`src/rtl/eth_tx_fcs_ctrl_if.sv`:
```
// Upstream body nibble stream into the MII TX framer.
// master: producer drives in_valid/in_data/in_last and reads in_ready.
// slave: framer reads the stream and drives in_ready.
interface eth_tx_fcs_ctrl_if;
  logic       in_valid;
  logic [3:0] in_data;
  logic       in_last;
  logic       in_ready;

  modport master (
    output in_valid,
    output in_data,
    output in_last,
    input  in_ready
  );

  modport slave (
    input  in_valid,
    input  in_data,
    input  in_last,
    output in_ready
  );
endinterface

```
`src/rtl/eth_tx_fcs_ctrl.sv`:
```
// MII TX framer: preamble/SFD, body, zero pad, FCS, inter-frame gap.
// Ports: clk, rst (sync, active-high); up (slave nibble stream);
// crc_clr/crc_en/crc_din drive an external nibble crc32, crc_data is
// its registered result; tx_en/tx_data/tx_er are registered MII TX;
// busy is high outside IDLE; frame_done pulses on IFG entry after FCS.
module eth_tx_fcs_ctrl #(
  parameter int MIN_NIBBLES = 120,
  parameter int IFG_NIBBLES = 24,
  parameter int CNT_W       = 12
) (
  input  logic              clk,
  input  logic              rst,
  eth_tx_fcs_ctrl_if.slave  up,
  output logic              crc_clr,
  output logic              crc_en,
  output logic [3:0]        crc_din,
  input  logic [31:0]       crc_data,
  output logic              tx_en,
  output logic [3:0]        tx_data,
  output logic              tx_er,
  output logic              busy,
  output logic              frame_done
);

  typedef enum logic [2:0] {
    IDLE,
    PRE,
    BODY,
    PAD,
    FCS,
    DROP,
    IFG
  } state_t;

  localparam logic [CNT_W:0] MIN_C =
    (CNT_W+1)'(MIN_NIBBLES);
  localparam logic [CNT_W:0] IFG_C =
    (CNT_W+1)'(IFG_NIBBLES);
  localparam logic [CNT_W:0] ONE_C =
    (CNT_W+1)'(1);
  localparam logic [CNT_W-1:0] SFD_C =
    CNT_W'(15);

  state_t           state;
  state_t           state_d;
  logic [CNT_W-1:0] cnt;
  logic [CNT_W-1:0] cnt_d;
  logic [CNT_W-1:0] cnt_inc;
  logic [CNT_W:0]   cnt_p1;
  logic [2:0]       idx;
  logic [2:0]       idx_d;
  logic             en_d;
  logic             er_d;
  logic             done_d;
  logic [3:0]       dat_d;
  logic [31:0]      crc_sh;
  logic [3:0]       fcs_nib;

  // cnt_p1 is one bit wider so length compares see the true cnt+1
  assign cnt_p1  = {1'b0, cnt} + ONE_C;
  assign cnt_inc = (&cnt) ? cnt : cnt_p1[CNT_W-1:0];

  // FCS goes out complemented, register MSB first, bit 0 of each
  // nibble leaving first on the wire
  assign crc_sh  = crc_data << {idx, 2'b00};
  assign fcs_nib = ~{crc_sh[28], crc_sh[29],
                     crc_sh[30], crc_sh[31]};

  assign busy = (state != IDLE);

  always_comb begin
    state_d     = state;
    cnt_d       = cnt;
    idx_d       = idx;
    en_d        = 1'b0;
    er_d        = 1'b0;
    done_d      = 1'b0;
    dat_d       = 4'h0;
    up.in_ready = 1'b0;
    crc_clr     = 1'b0;
    crc_en      = 1'b0;
    crc_din     = 4'h0;
    unique case (state)
      IDLE: begin
        if (up.in_valid) begin
          state_d = PRE;
          cnt_d   = '0;
        end
      end
      PRE: begin
        crc_clr = 1'b1;
        en_d    = 1'b1;
        dat_d   = (cnt == SFD_C) ? 4'hD : 4'h5;
        cnt_d   = cnt_inc;
        if (cnt == SFD_C) begin
          state_d = BODY;
          cnt_d   = '0;
        end
      end
      BODY: begin
        up.in_ready = 1'b1;
        en_d        = 1'b1;
        if (up.in_valid) begin
          crc_en  = 1'b1;
          crc_din = up.in_data;
          dat_d   = up.in_data;
          cnt_d   = cnt_inc;
          if (up.in_last) begin
            idx_d   = '0;
            state_d = (cnt_p1 < MIN_C) ? PAD : FCS;
          end
        end else begin
          // underrun: flag the wire once, then
          // swallow the rest of the body
          er_d    = 1'b1;
          state_d = DROP;
        end
      end
      PAD: begin
        crc_en = 1'b1;
        en_d   = 1'b1;
        cnt_d  = cnt_inc;
        if (cnt_p1 >= MIN_C) begin
          idx_d   = '0;
          state_d = FCS;
        end
      end
      FCS: begin
        en_d  = 1'b1;
        dat_d = fcs_nib;
        idx_d = idx + 3'd1;
        if (idx == 3'd7) begin
          state_d = IFG;
          done_d  = 1'b1;
          cnt_d   = '0;
        end
      end
      DROP: begin
        up.in_ready = 1'b1;
        if (up.in_valid && up.in_last) begin
          state_d = IFG;
          cnt_d   = '0;
        end
      end
      IFG: begin
        cnt_d = cnt_inc;
        if (cnt_p1 >= IFG_C) begin
          state_d = IDLE;
          cnt_d   = '0;
        end
      end
      default: state_d = IDLE;
    endcase
    // reset holds the engine cleared and
    // keeps clr/en exclusive
    if (rst) begin
      crc_clr     = 1'b1;
      crc_en      = 1'b0;
      up.in_ready = 1'b0;
    end
  end

  always_ff @(posedge clk) begin
    if (rst) begin
      state      <= IDLE;
      cnt        <= '0;
      idx        <= '0;
      tx_en      <= 1'b0;
      tx_data    <= 4'h0;
      tx_er      <= 1'b0;
      frame_done <= 1'b0;
    end else begin
      state      <= state_d;
      cnt        <= cnt_d;
      idx        <= idx_d;
      tx_en      <= en_d;
      tx_data    <= dat_d;
      tx_er      <= er_d;
      frame_done <= done_d;
    end
  end

endmodule

```
`src/flat_wrapper.sv`:
```
// flat-port wrapper written by rule: the top's interface ports become plain ports
module eth_tx_fcs_ctrl_flat 
#(
  parameter int MIN_NIBBLES = 120,
  parameter int IFG_NIBBLES = 24,
  parameter int CNT_W       = 12
)
  (clk, rst, crc_clr, crc_en, crc_din, crc_data, tx_en, tx_data, tx_er, busy, frame_done, up_in_valid, up_in_data, up_in_last, up_in_ready);
  eth_tx_fcs_ctrl_if up_i ();
  input  logic clk;
  input  logic rst;
  output logic crc_clr;
  output logic crc_en;
  output logic [3:0] crc_din;
  input  logic [31:0] crc_data;
  output logic tx_en;
  output logic [3:0] tx_data;
  output logic tx_er;
  output logic busy;
  output logic frame_done;
  input wire logic [$bits(up_i.in_valid)-1:0] up_in_valid;
  input wire logic [$bits(up_i.in_data)-1:0] up_in_data;
  input wire logic [$bits(up_i.in_last)-1:0] up_in_last;
  output wire logic [$bits(up_i.in_ready)-1:0] up_in_ready;
  assign up_i.in_valid = up_in_valid;
  assign up_i.in_data = up_in_data;
  assign up_i.in_last = up_in_last;
  assign up_in_ready = up_i.in_ready;
  eth_tx_fcs_ctrl #(.MIN_NIBBLES(MIN_NIBBLES), .IFG_NIBBLES(IFG_NIBBLES), .CNT_W(CNT_W)) u_core (.clk(clk), .rst(rst), .up(up_i), .crc_clr(crc_clr), .crc_en(crc_en), .crc_din(crc_din), .crc_data(crc_data), .tx_en(tx_en), .tx_data(tx_data), .tx_er(tx_er), .busy(busy), .frame_done(frame_done));
endmodule
```
`config.mk`:
```
export PLATFORM = sky130hd
export DESIGN_NAME = eth_tx_fcs_ctrl_flat
export DESIGN_NICKNAME = d
export VERILOG_FILES = /design/src/rtl/eth_tx_fcs_ctrl_if.sv /design/src/rtl/eth_tx_fcs_ctrl.sv /design/src/flat_wrapper.sv
export SDC_FILE = /design/constraint.sdc
export NUM_CORES = 1
export LEC_CHECK = 0
export ABC_AREA = 0
export CAP_MARGIN = 40
export CORE_MARGIN = 1.5
export CORE_UTILIZATION = 31
export CTS_CLUSTER_SIZE = 30
export DETAILED_ROUTE_END_ITERATION = 12
export GPL_TIMING_DRIVEN = 0
export PLACE_DENSITY = 0.58
export SKIP_CTS_REPAIR_TIMING = 1
export SLEW_MARGIN = 20
export SYNTH_ARGS = -nofsm -noshare
export SYNTH_HDL_FRONTEND = slang
export SYNTH_SLANG_ARGS = --single-unit
```
`constraint.sdc`:
```
create_clock -name clk -period 6.65 [get_ports clk]
set_input_delay 0.9975 -clock clk [delete_from_list [all_inputs] [get_ports clk]]
set_output_delay 0.9975 -clock clk [all_outputs]
set_load 0.005 [all_outputs]
```
==> metrics.yaml <==
outcome: "finished, final reports clean"
synth_area_um2: 2000
finish.utilization: 0.425
finalCritPeriodShare: 0.577
worstMarginPinSlew_ns: 0.529
insertion_delay_ns: 0.29
async_flop_share: 0
cts_made_buffers: 3
yosysTopAreaCellShare: 0.250
drive_above_1_share: 0.100
r2r_start: "u_core.cnt[1]"
num_rows: 29
antennaDiodeCount: 0
seq_area_frac_synth: 0.250
final_nets: 353
critical-path-top-delay-family: "buffers and inverters"
slew_headroom: 0.647
synth-seq-cells: 25
synth_fp_nets: 295
initial_utilization: 0.317
htree_levels: 1
syn_avg_cell_area_um2: 7.95
grt_max_degree: 17
start_kind: "input pin"
clock_path_buffers: 2
grt_pass1_vias: 2126
pin_count: 55
setup_violations: 0
comb_power_share: 0.450
worstPathRequired_ns: 5.65
die_h_um: 83.4
slew_viol_final: 0
ir_worst_vdd_v: 0.0000880
routed_wl_mm: 5.95
p_sw_frac: 0.378
wl_per_cell_um: 15.4
firstDrtPassIters: 4
clock_power_share: 0.207
dp.final_hpwl_mm: 4.55
finalHoldViolCount: 0
worstSetupPathType: "in -> out"
min_to: "u_core.cnt[7]"
ys_top_cells_by_area: "dfxtp_1 (25%), mux4_2 (9.0%), nand2_1 (4.7%)"
clock-root-buffer: "clkbuf_8"
ys_warn_count: 0
cp-end-kind: "output pin"
p_int_uw: 316
grt_antenna_before_repair: 0
ys.flop_type: "dfxtp_1"
cts_num_sinks: 25
rsz0062_at_grt: "no"
grt_use_total: 0.173
r2r_end: "u_core.cnt[1]"
synth_common_cells: "dfxtp_1 (25), nand2_1 (25), nor2_1 (18)"
worst_clock_skew_ns: 0.00637
grt_pass1_wl_mm: 10.0
period_minus_slack_ns: 3.84
path_buf_inv: 2
cp_cell_sequence: "clkdlybuf4s50_1 -> nand2_1 -> nor3_1 -> and2_1 -> clkdlybuf4s50_1"
cp.arrival_ns: 2.84
core_um2: 6310
antenna_left: 0
clkTransAtPathRegs_ns: 0.11
gr-total-overflow: 0
p_seq_frac: 0.343
fmax_mhz: 261
p_per_area_nw_per_um2: 190
whs_path_depth: 2
min_path_type: "reg -> reg"
synthesis.instances: 252
netSwitchingPower_uw: 192
critPathMaxStageDelay_ns: 0.61
synth_edf_count: 0
cts_tree: "yes"
path_max_fanout: 7
cpMostUsedCell: "clkdlybuf4s50_1"
cap_violations: 0
fin_tns_setup_ns: 0
die_area_um2: 6960
dieWidth_um: 83.4
cp_slowest_cell: "clkdlybuf4s50_1"
worstRegToRegCells: 9
yosysTopAreaCell: "dfxtp_1"
syn_to_final_growth_pct: 33.8
drc: 0
dr_total_vias: 2147
worst-r2r-setup-slack_ns: 3.98
timing.hold.ws_ns: 0.553
io_buffers: 53
drtIter0Drc: 132
synth_cell_types: 57
via_per_inst: 5.56
min_from: "u_core.cnt[7]"
power.leakage_nw: 0.917
globalplace.congestion: 0.835
[logic make-up (layout without fill, tap and decap cells)]
logic type,after synthesis,after routing,share of synthesized area
fa+ha+maj,3,3,0.0187
xor+xnor,2,2,0.00874
mux,13,13,0.117
simple gates,105,105,0.292
buf+inv,28,85,0.0655
compound gates,76,76,0.249
flops,25,25,0.250
[state kept, by name, summed over array words and instances (netlist names)]
signal	flops
u_core.tx_er	1
u_core.tx_en	1
u_core.idx	3
u_core.frame_done	1
u_core.tx_data	4
u_core.state	3
u_core.cnt	12
[final cells by class]
type	count	area (um2)
sequential	25	500
tap	77	96.3
buffer	22	109
clock inverter	1	8.76
inverter	6	22.5
fill	662	3630
multi-input combinational	199	1370
clock buffer	3	41.3
timing repair buffer	53	531
[power groups by stage]
stage | clock network [mW] | registers [mW] | logic (mW)
6_report | 0.105 | 0.174 | 0.229
3_3_place_gp | 0 | 0.178 | 0.230
5_1_grt | 0.114 | 0.177 | 0.255
2_1_floorplan | 0 | 0.176 | 0.134
4_1_cts | 0.106 | 0.174 | 0.231
3_5_place_dp | 0 | 0.178 | 0.230
[placed cells by master, fill, tap and decap left out, types with 4 or more instances in the layout]
cell type,n
clkdlybuf4s50_1,53
nand2_1,25
dfxtp_1,25
nor2_1,18
o21ai_0,17
a21oi_1,14
clkbuf_1,11
and2_1,9
nand3_1,9
nor2b_1,8
nand2b_1,8
mux4_2,8
a31oi_1,7
buf_2,6
inv_1,6
o22ai_1,6
nor3_1,5
or3_1,4
mux2i_1,4
[worst reg2reg max path, cell delays in order (launching register included)]
cell and delay, ns:
dfxtp_1 0.50, ha_1 0.20, buf_2 0.18, nand3_2 0.15
nor4_1 0.29, o22ai_1 0.20, nor4_4 0.54, buf_4 0.29
o211ai_1 0.12, a21oi_1 0.14
[layer usage]
metal  vias up  routed length (um)  track usage
li1       1060                   -            -
met1      1012                2560        0.209
met2        69                2980        0.310
met3         6                 364       0.0457
met4         0                  46       0.0313
met5         -                   0            0
[how the worst max path moves through the flow]
stage | slack [ns] | startpoint | end | cells after the start
floorplan | 3.77 | rst | up_in_ready | 4
global route | 2.68 | rst | up_in_ready | 5
CTS | 2.79 | up_in_valid | crc_din[2] | 5
global placement | 2.83 | rst | up_in_ready | 5
detailed placement | 2.79 | up_in_valid | crc_din[2] | 5
finish | 2.81 | up_in_valid | crc_din[2] | 5
[through the flow]
| step | setup slack (ns) | power (mW) | instances | area [um2] |
|---|---|---|---|---|
| finish | 2.81 | 0.508 | 386 | 2680 |
| global route | 2.68 | 0.546 | 386 | 2680 |
| CTS | 2.79 | 0.511 | 386 | 2680 |
| detailed placement | 2.79 | 0.408 | 382 | 2630 |
| global placement | 2.83 | 0.408 | 382 | 2630 |
| floorplan | 3.77 | 0.310 | 252 | 2000 |
No activity file was read; power rests on OpenSTA's default activity.
